File: src/rtl/tdc_thermo_encoder_pkg.sv
// Shared constants, width helper and the fine-time result type.
// Used by the thermometer encoder and the event formatter.
package tdc_pkg;

    localparam int TDC_NTAPS_MIN = 4;
    localparam int TDC_NTAPS_MAX = 256;
    localparam int TDC_BW_MAX    = 8;

    function automatic int clog2(input int value);
        int r;
        r = 0;
        while ((1 << r) < value) r++;
        return r;
    endfunction

    // bin is sized for the widest legal delay line; narrower lines zero-extend
    typedef struct packed {
        logic [TDC_BW_MAX-1:0] bin;
        logic                  no_hit;
        logic                  bubble_err;
    } tdc_fine_t;

endpackage

File: src/rtl/tdc_thermo_encoder_if.sv
// Sample/result bundle between the delay-line sampler, the encoder and the formatter.
interface tdc_thermo_encoder_if
    import tdc_pkg::*;
#(
    parameter int NTAPS = 16
);
    localparam int BW = clog2(NTAPS);

    logic             enable;
    logic             sample;
    logic [NTAPS-1:0] thermo;
    logic             valid_out;
    logic [BW-1:0]    bin;
    logic             no_hit;
    logic             bubble_err;
    tdc_fine_t        fine;

    // Formatter-side view of the result in the shared packed layout
    assign fine = '{bin: TDC_BW_MAX'(bin), no_hit: no_hit, bubble_err: bubble_err};

    modport master (
        output enable, sample, thermo,
        input  valid_out, bin, no_hit, bubble_err, fine
    );

    modport slave (
        input  enable, sample, thermo,
        output valid_out, bin, no_hit, bubble_err
    );

endinterface

File: src/rtl/tdc_thermo_prio.sv
// Combinational lowest-set-bit finder; all-zero input reports index NTAPS-1.
module tdc_thermo_prio
    import tdc_pkg::*;
#(
    parameter  int NTAPS = 16,
    localparam int BW    = clog2(NTAPS)
) (
    input  logic [NTAPS-1:0] vec,
    output logic [BW-1:0]    idx,
    output logic             zero
);

    always_comb begin
        idx  = BW'(NTAPS - 1);
        zero = ~|vec;
        for (int k = NTAPS - 1; k >= 0; k--) begin
            if (vec[k]) idx = BW'(k);
        end
    end

endmodule

File: src/rtl/tdc_thermo_encoder.sv
// Pipelined thermometer-to-binary encoder: capture, bubble filter, encode, output.
// A result leaves three edges after its capture edge; valid bits ride with the data.
module tdc_thermo_encoder
    import tdc_pkg::*;
#(
    parameter int NTAPS         = 16,
    parameter bit BUBBLE_FILTER = 1'b1
) (
    input  logic                 clk,
    input  logic                 rst,
    tdc_thermo_encoder_if.slave  io
);

    localparam int BW     = clog2(NTAPS);
    localparam int TW     = NTAPS - 1;
    localparam int STAGES = 3;
    localparam bit NTAPS_OK = (NTAPS >= TDC_NTAPS_MIN) && (NTAPS <= TDC_NTAPS_MAX) &&
                              ((NTAPS & (NTAPS - 1)) == 0);

    generate
        if (!NTAPS_OK) begin : g_bad_ntaps
            $error("tdc_thermo_encoder: NTAPS must be a power of 2 in [4,256]");
        end
    endgenerate

    // vld_pipe[0]=capture, [1]=filter, [2]=encode, [3]=output
    logic [STAGES:0]  vld_pipe;
    logic             accept;
    logic [NTAPS-1:0] raw;
    logic [NTAPS-1:0] filt;
    logic [NTAPS-1:0] filt_q;
    logic [TW-1:0]    trans;
    logic             multi_trans;
    logic             err_q;
    logic [BW-1:0]    prio_idx;
    logic             prio_zero;
    logic [BW-1:0]    bin3;
    logic             no_hit3;
    logic             err3;
    logic [BW-1:0]    bin_q;
    logic             no_hit_q;
    logic             err_out_q;

    assign accept = io.sample & io.enable;

    // Majority filter; edge taps replicate themselves so they pass through unchanged
    generate
        for (genvar k = 0; k < NTAPS; k++) begin : g_filt
            localparam int LO = (k == 0) ? 0 : k - 1;
            localparam int HI = (k == NTAPS - 1) ? NTAPS - 1 : k + 1;
            if (BUBBLE_FILTER) begin : g_maj
                assign filt[k] = (raw[LO] & raw[k]) | (raw[k] & raw[HI]) | (raw[LO] & raw[HI]);
            end else begin : g_raw
                assign filt[k] = raw[k];
            end
        end

        for (genvar k = 1; k < NTAPS; k++) begin : g_trans
            assign trans[k-1] = raw[k] ^ raw[k-1];
        end
    endgenerate

    // More than one transition <=> clearing the lowest set bit leaves something
    assign multi_trans = |(trans & (trans - TW'(1)));

    tdc_thermo_prio #(.NTAPS(NTAPS)) u_prio (
        .vec  (filt_q),
        .idx  (prio_idx),
        .zero (prio_zero)
    );

    always_ff @(posedge clk) begin
        if (rst) begin
            vld_pipe  <= '0;
            raw       <= '0;
            filt_q    <= '0;
            err_q     <= 1'b0;
            bin3      <= '0;
            no_hit3   <= 1'b0;
            err3      <= 1'b0;
            bin_q     <= '0;
            no_hit_q  <= 1'b0;
            err_out_q <= 1'b0;
        end else begin
            vld_pipe <= {vld_pipe[STAGES-1:0], accept};
            if (accept) raw <= io.thermo;
            filt_q  <= filt;
            err_q   <= multi_trans;
            bin3    <= prio_idx;
            no_hit3 <= prio_zero;
            err3    <= err_q;
            if (vld_pipe[2]) begin
                bin_q     <= bin3;
                no_hit_q  <= no_hit3;
                err_out_q <= err3;
            end else begin
                bin_q     <= '0;
                no_hit_q  <= 1'b0;
                err_out_q <= 1'b0;
            end
        end
    end

    assign io.valid_out  = vld_pipe[STAGES];
    assign io.bin        = bin_q;
    assign io.no_hit     = no_hit_q;
    assign io.bubble_err = err_out_q;

endmodule

File: src/flat_wrapper.sv
// flat-port wrapper written by rule: the top's interface ports become plain ports
module tdc_thermo_encoder_flat import tdc_pkg::*;
#(
    parameter int NTAPS         = 16,
    parameter bit BUBBLE_FILTER = 1'b1
)
  (clk, rst, io_enable, io_sample, io_thermo, io_valid_out, io_bin, io_no_hit, io_bubble_err);
  tdc_thermo_encoder_if #(.NTAPS(NTAPS)) io_i ();
  input  logic clk;
  input  logic rst;
  input wire logic [$bits(io_i.enable)-1:0] io_enable;
  input wire logic [$bits(io_i.sample)-1:0] io_sample;
  input wire logic [$bits(io_i.thermo)-1:0] io_thermo;
  output wire logic [$bits(io_i.valid_out)-1:0] io_valid_out;
  output wire logic [$bits(io_i.bin)-1:0] io_bin;
  output wire logic [$bits(io_i.no_hit)-1:0] io_no_hit;
  output wire logic [$bits(io_i.bubble_err)-1:0] io_bubble_err;
  assign io_i.enable = io_enable;
  assign io_i.sample = io_sample;
  assign io_i.thermo = io_thermo;
  assign io_valid_out = io_i.valid_out;
  assign io_bin = io_i.bin;
  assign io_no_hit = io_i.no_hit;
  assign io_bubble_err = io_i.bubble_err;
  tdc_thermo_encoder #(.NTAPS(NTAPS), .BUBBLE_FILTER(BUBBLE_FILTER)) u_core (.clk(clk), .rst(rst), .io(io_i));
endmodule
File: config.mk
export PLATFORM = sky130hd
export DESIGN_NAME = tdc_thermo_encoder_flat
export DESIGN_NICKNAME = d
export VERILOG_FILES = /design/src/rtl/tdc_thermo_encoder_pkg.sv /design/src/rtl/tdc_thermo_encoder_if.sv /design/src/rtl/tdc_thermo_prio.sv /design/src/rtl/tdc_thermo_encoder.sv /design/src/flat_wrapper.sv
export SDC_FILE = /design/constraint.sdc
export NUM_CORES = 1
export LEC_CHECK = 0
export CAP_MARGIN = 5
export CORE_MARGIN = 5
export CORE_UTILIZATION = 42
export CTS_CLUSTER_SIZE = 8
export DETAILED_ROUTE_END_ITERATION = 7
export PLACE_DENSITY = 0.63
export REMOVE_ABC_BUFFERS = 1
export SKIP_CTS_REPAIR_TIMING = 1
export SLEW_MARGIN = 20
export SYNTH_ARGS = -nofsm -noshare
export SYNTH_HDL_FRONTEND = slang
export SYNTH_SLANG_ARGS = --single-unit
File: constraint.sdc
create_clock -name clk -period 6.4 [get_ports clk]
set_clock_uncertainty 0.1 [all_clocks]
set_input_delay 1.92 -clock clk [delete_from_list [all_inputs] [get_ports clk]]
set_output_delay 1.92 -clock clk [all_outputs]
set_load 0.02 [all_outputs]
==> metrics.yaml <==
status: "finished, final reports clean"
max_slew.worst_pin.slew_ns: 0.528
io_pins: 27
hold_path_class: "register to register"
end_kind: "register"
synthTopCellsByArea: "dfxtp_1, ha_1, nand2_1"
cap_violations: 0
async_flop_share_pct: 0
synth.most_common_cell: "dfxtp_1"
clkTransAtPathRegs_ns: 0.09
drv_slew: 0
place.gp.congestion: 0.777
finish.net_count: 280
antenna_left: 0
dp_hpwl_um: 2380
yosys.area.top_type: "dfxtp_1"
ir_drop_v: 0.0000940
grt_pass1_vias: 1338
syn_avg_cell_area_um2: 8.97
required_ns: 6.52
drc: 0
post_drt_wl_per_cell_um: 10.4
setup_violations: 0
ys_types: 29
rows: 24
path_max_fanout: 40
vias: 1504
maxSlewHeadroom_pct: 64.7
path_delay_family: "simple AND/OR/NAND/NOR gates"
wl_um: 3110
synthCells: 218
synth_seq_cells: 49
core_area_um2: 4440
internal_power_mw: 0.510
crit_top_cell: "or3_1"
area_delta_synth_final_pct: 22.7
slowest_stage: "or3_1"
die_x_um: 78.2
die_area_um2: 6120
clkPwrFrac_pct: 39.7
clockBufferDepth: 2
cellLeakagePower_nw: 0.993
worstSkewPairLatency_ns: 0.30
grt_util_all_layers_pct: 11.0
power.total_mw: 0.648
synth_area_um2: 1960
cts_tree: "yes"
critPathKind: "primary input to register"
io_buffers: 26
synth_edf_count: 0
grt_first_pass_wirelength_um: 5450
power_density_nw_per_um2: 270
cpPeakStageDelay_ns: 0.42
power_switching_mw: 0.139
drt-initial-drc-count: 55
ys_warn_count: 0
rsz0062_at_grt: "no"
via_per_inst: 5.05
hold_viol: 0
antenna_found_initial: 0
start_util_pct: 44.0
synth_top_area_share_pct: 50.2
htree_levels: 2
root_buffer: "clkbuf_8"
firstDrtPassIters: 5
critPathBufInv: 2
switching_share_pct: 21.4
regToRegSetupSlack_ns: 3.91
cts_inserted_buffers: 5
fin_crit_ns: 3.50
synthFlopType: "dfxtp_1"
num_antenna_cells: 0
p_seq_share_pct: 50.1
arrival_ns: 3.62
die_h_um: 78.2
post_route_cells_drive_above_1_share_pct: 6.10
clock.fmax_mhz: 286
path_cells: "clkdlybuf4s50_1 > buf_4 > or3_1 > or3_1 > nor4_1"
grt.overflow.total: 0
grt_start_max_net_pins: 41
min_period_over_period_pct: 54.7
cts_num_sinks: 49
cp-start-kind: "primary input"
synth.yosys.seq_area_share_pct: 50.2
netlist_top_cells_count: "dfxtp_1, nand2_1, nor2_1"
setup_tns_ns: 0
comb_power_share_pct: 10.2
## logic make-up (layout without fill, tap and decap cells)
logic type      after synthesis  count (layout)  synth area share [%]
simple gates                 95              95                  22.2
flops                        49              49                  50.2
compound gates               45              45                  14.7
fa+ha+maj                    17              17                  10.7
buf+inv                      12              40                  2.30
## worst paths after layout
| kind | start | end | cells past startpoint |
|---|---|---|---|
| setup / recovery | rst | u_core.no_hit3$_SDFF_PP0_ | 5 |
| hold / removal | u_core.err3$_SDFF_PP0_ | u_core.io.bubble_err$_SDFF_PP0_ | 1 |
| setup reg to reg | u_core.raw[3]$_SDFFE_PP0P_ | u_core.err_q$_SDFF_PP0_ | 6 |
| hold reg to reg | u_core.err3$_SDFF_PP0_ | u_core.io.bubble_err$_SDFF_PP0_ | 1 |
## metal layers
metal / vias up / GRT usage (%) / part of all wire, %
met3: 6 / 3.78 / 5.3
li1: 819 / - / -
met2: 26 / 18.8 / 45
met4: 0 / 4.72 / 1.8
met5: - / 0 / 0
met1: 653 / 12.5 / 48
## power groups by stage
stage / clock network [mW] / registers [mW] / logic (mW)
after detailed placement: 0 / 0.332 / 0.0665
after global placement: 0 / 0.332 / 0.0656
after CTS: 0.265 / 0.325 / 0.0667
final: 0.258 / 0.325 / 0.0660
after floorplan: 0 / 0.330 / 0.0421
after global routing: 0.280 / 0.327 / 0.0742
## through the flow
stage	util, %	setup WS (ns)	instances	hold slack (ns)	area [um^2]
3_3_place_gp	50.9	2.61	290	0.308	2260
4_1_cts	54.0	2.90	298	0.336	2400
5_1_grt	54.0	2.78	298	0.349	2400
2_1_floorplan	-	3.34	211	0.306	1930
3_5_place_dp	50.9	2.57	290	0.313	2260
6_report	54.0	2.90	298	0.330	2400
## placed cells by master, fill, tap and decap left out
cell type / n
a2111oi_0: 1
a211oi_1: 14
a21oi_1: 21
a222oi_1: 2
a41oi_1: 1
and2_1: 7
buf_4: 1
bufinv_16: 2
clkbuf_8: 5
clkdlybuf4s50_1: 26
dfxtp_1: 49
ha_1: 15
inv_1: 5
inv_6: 1
maj3_1: 1
maj3_2: 1
nand2_1: 34
nand2b_1: 1
nand4_1: 1
nor2_1: 32
nor2b_1: 4
nor3_1: 5
nor4_1: 2
o211ai_1: 1
o21ai_0: 2
o21bai_1: 1
o22ai_1: 1
o31ai_1: 1
or2_2: 3
or3_1: 3
or4_1: 1
or4_4: 2
## cell type report
class                   instances  area, um^2
clock buffers                   5        68.8
clock inverters                 3        68.8
fillers                       435        2040
inverters                       5        18.8
multi-input cells             157         930
flip-flops and latches         49         981
well taps                      52        65.1
repair buffers                 27         268
## registers in the layout, indices dropped and copies added (netlist names), 4 cells and up
signal           count
u_core.vld_pipe      4
u_core.raw          16
u_core.filt_q       16
u_core.bin3          4
u_core.io.bin        4
No activity file was read; power rests on OpenSTA's default activity.
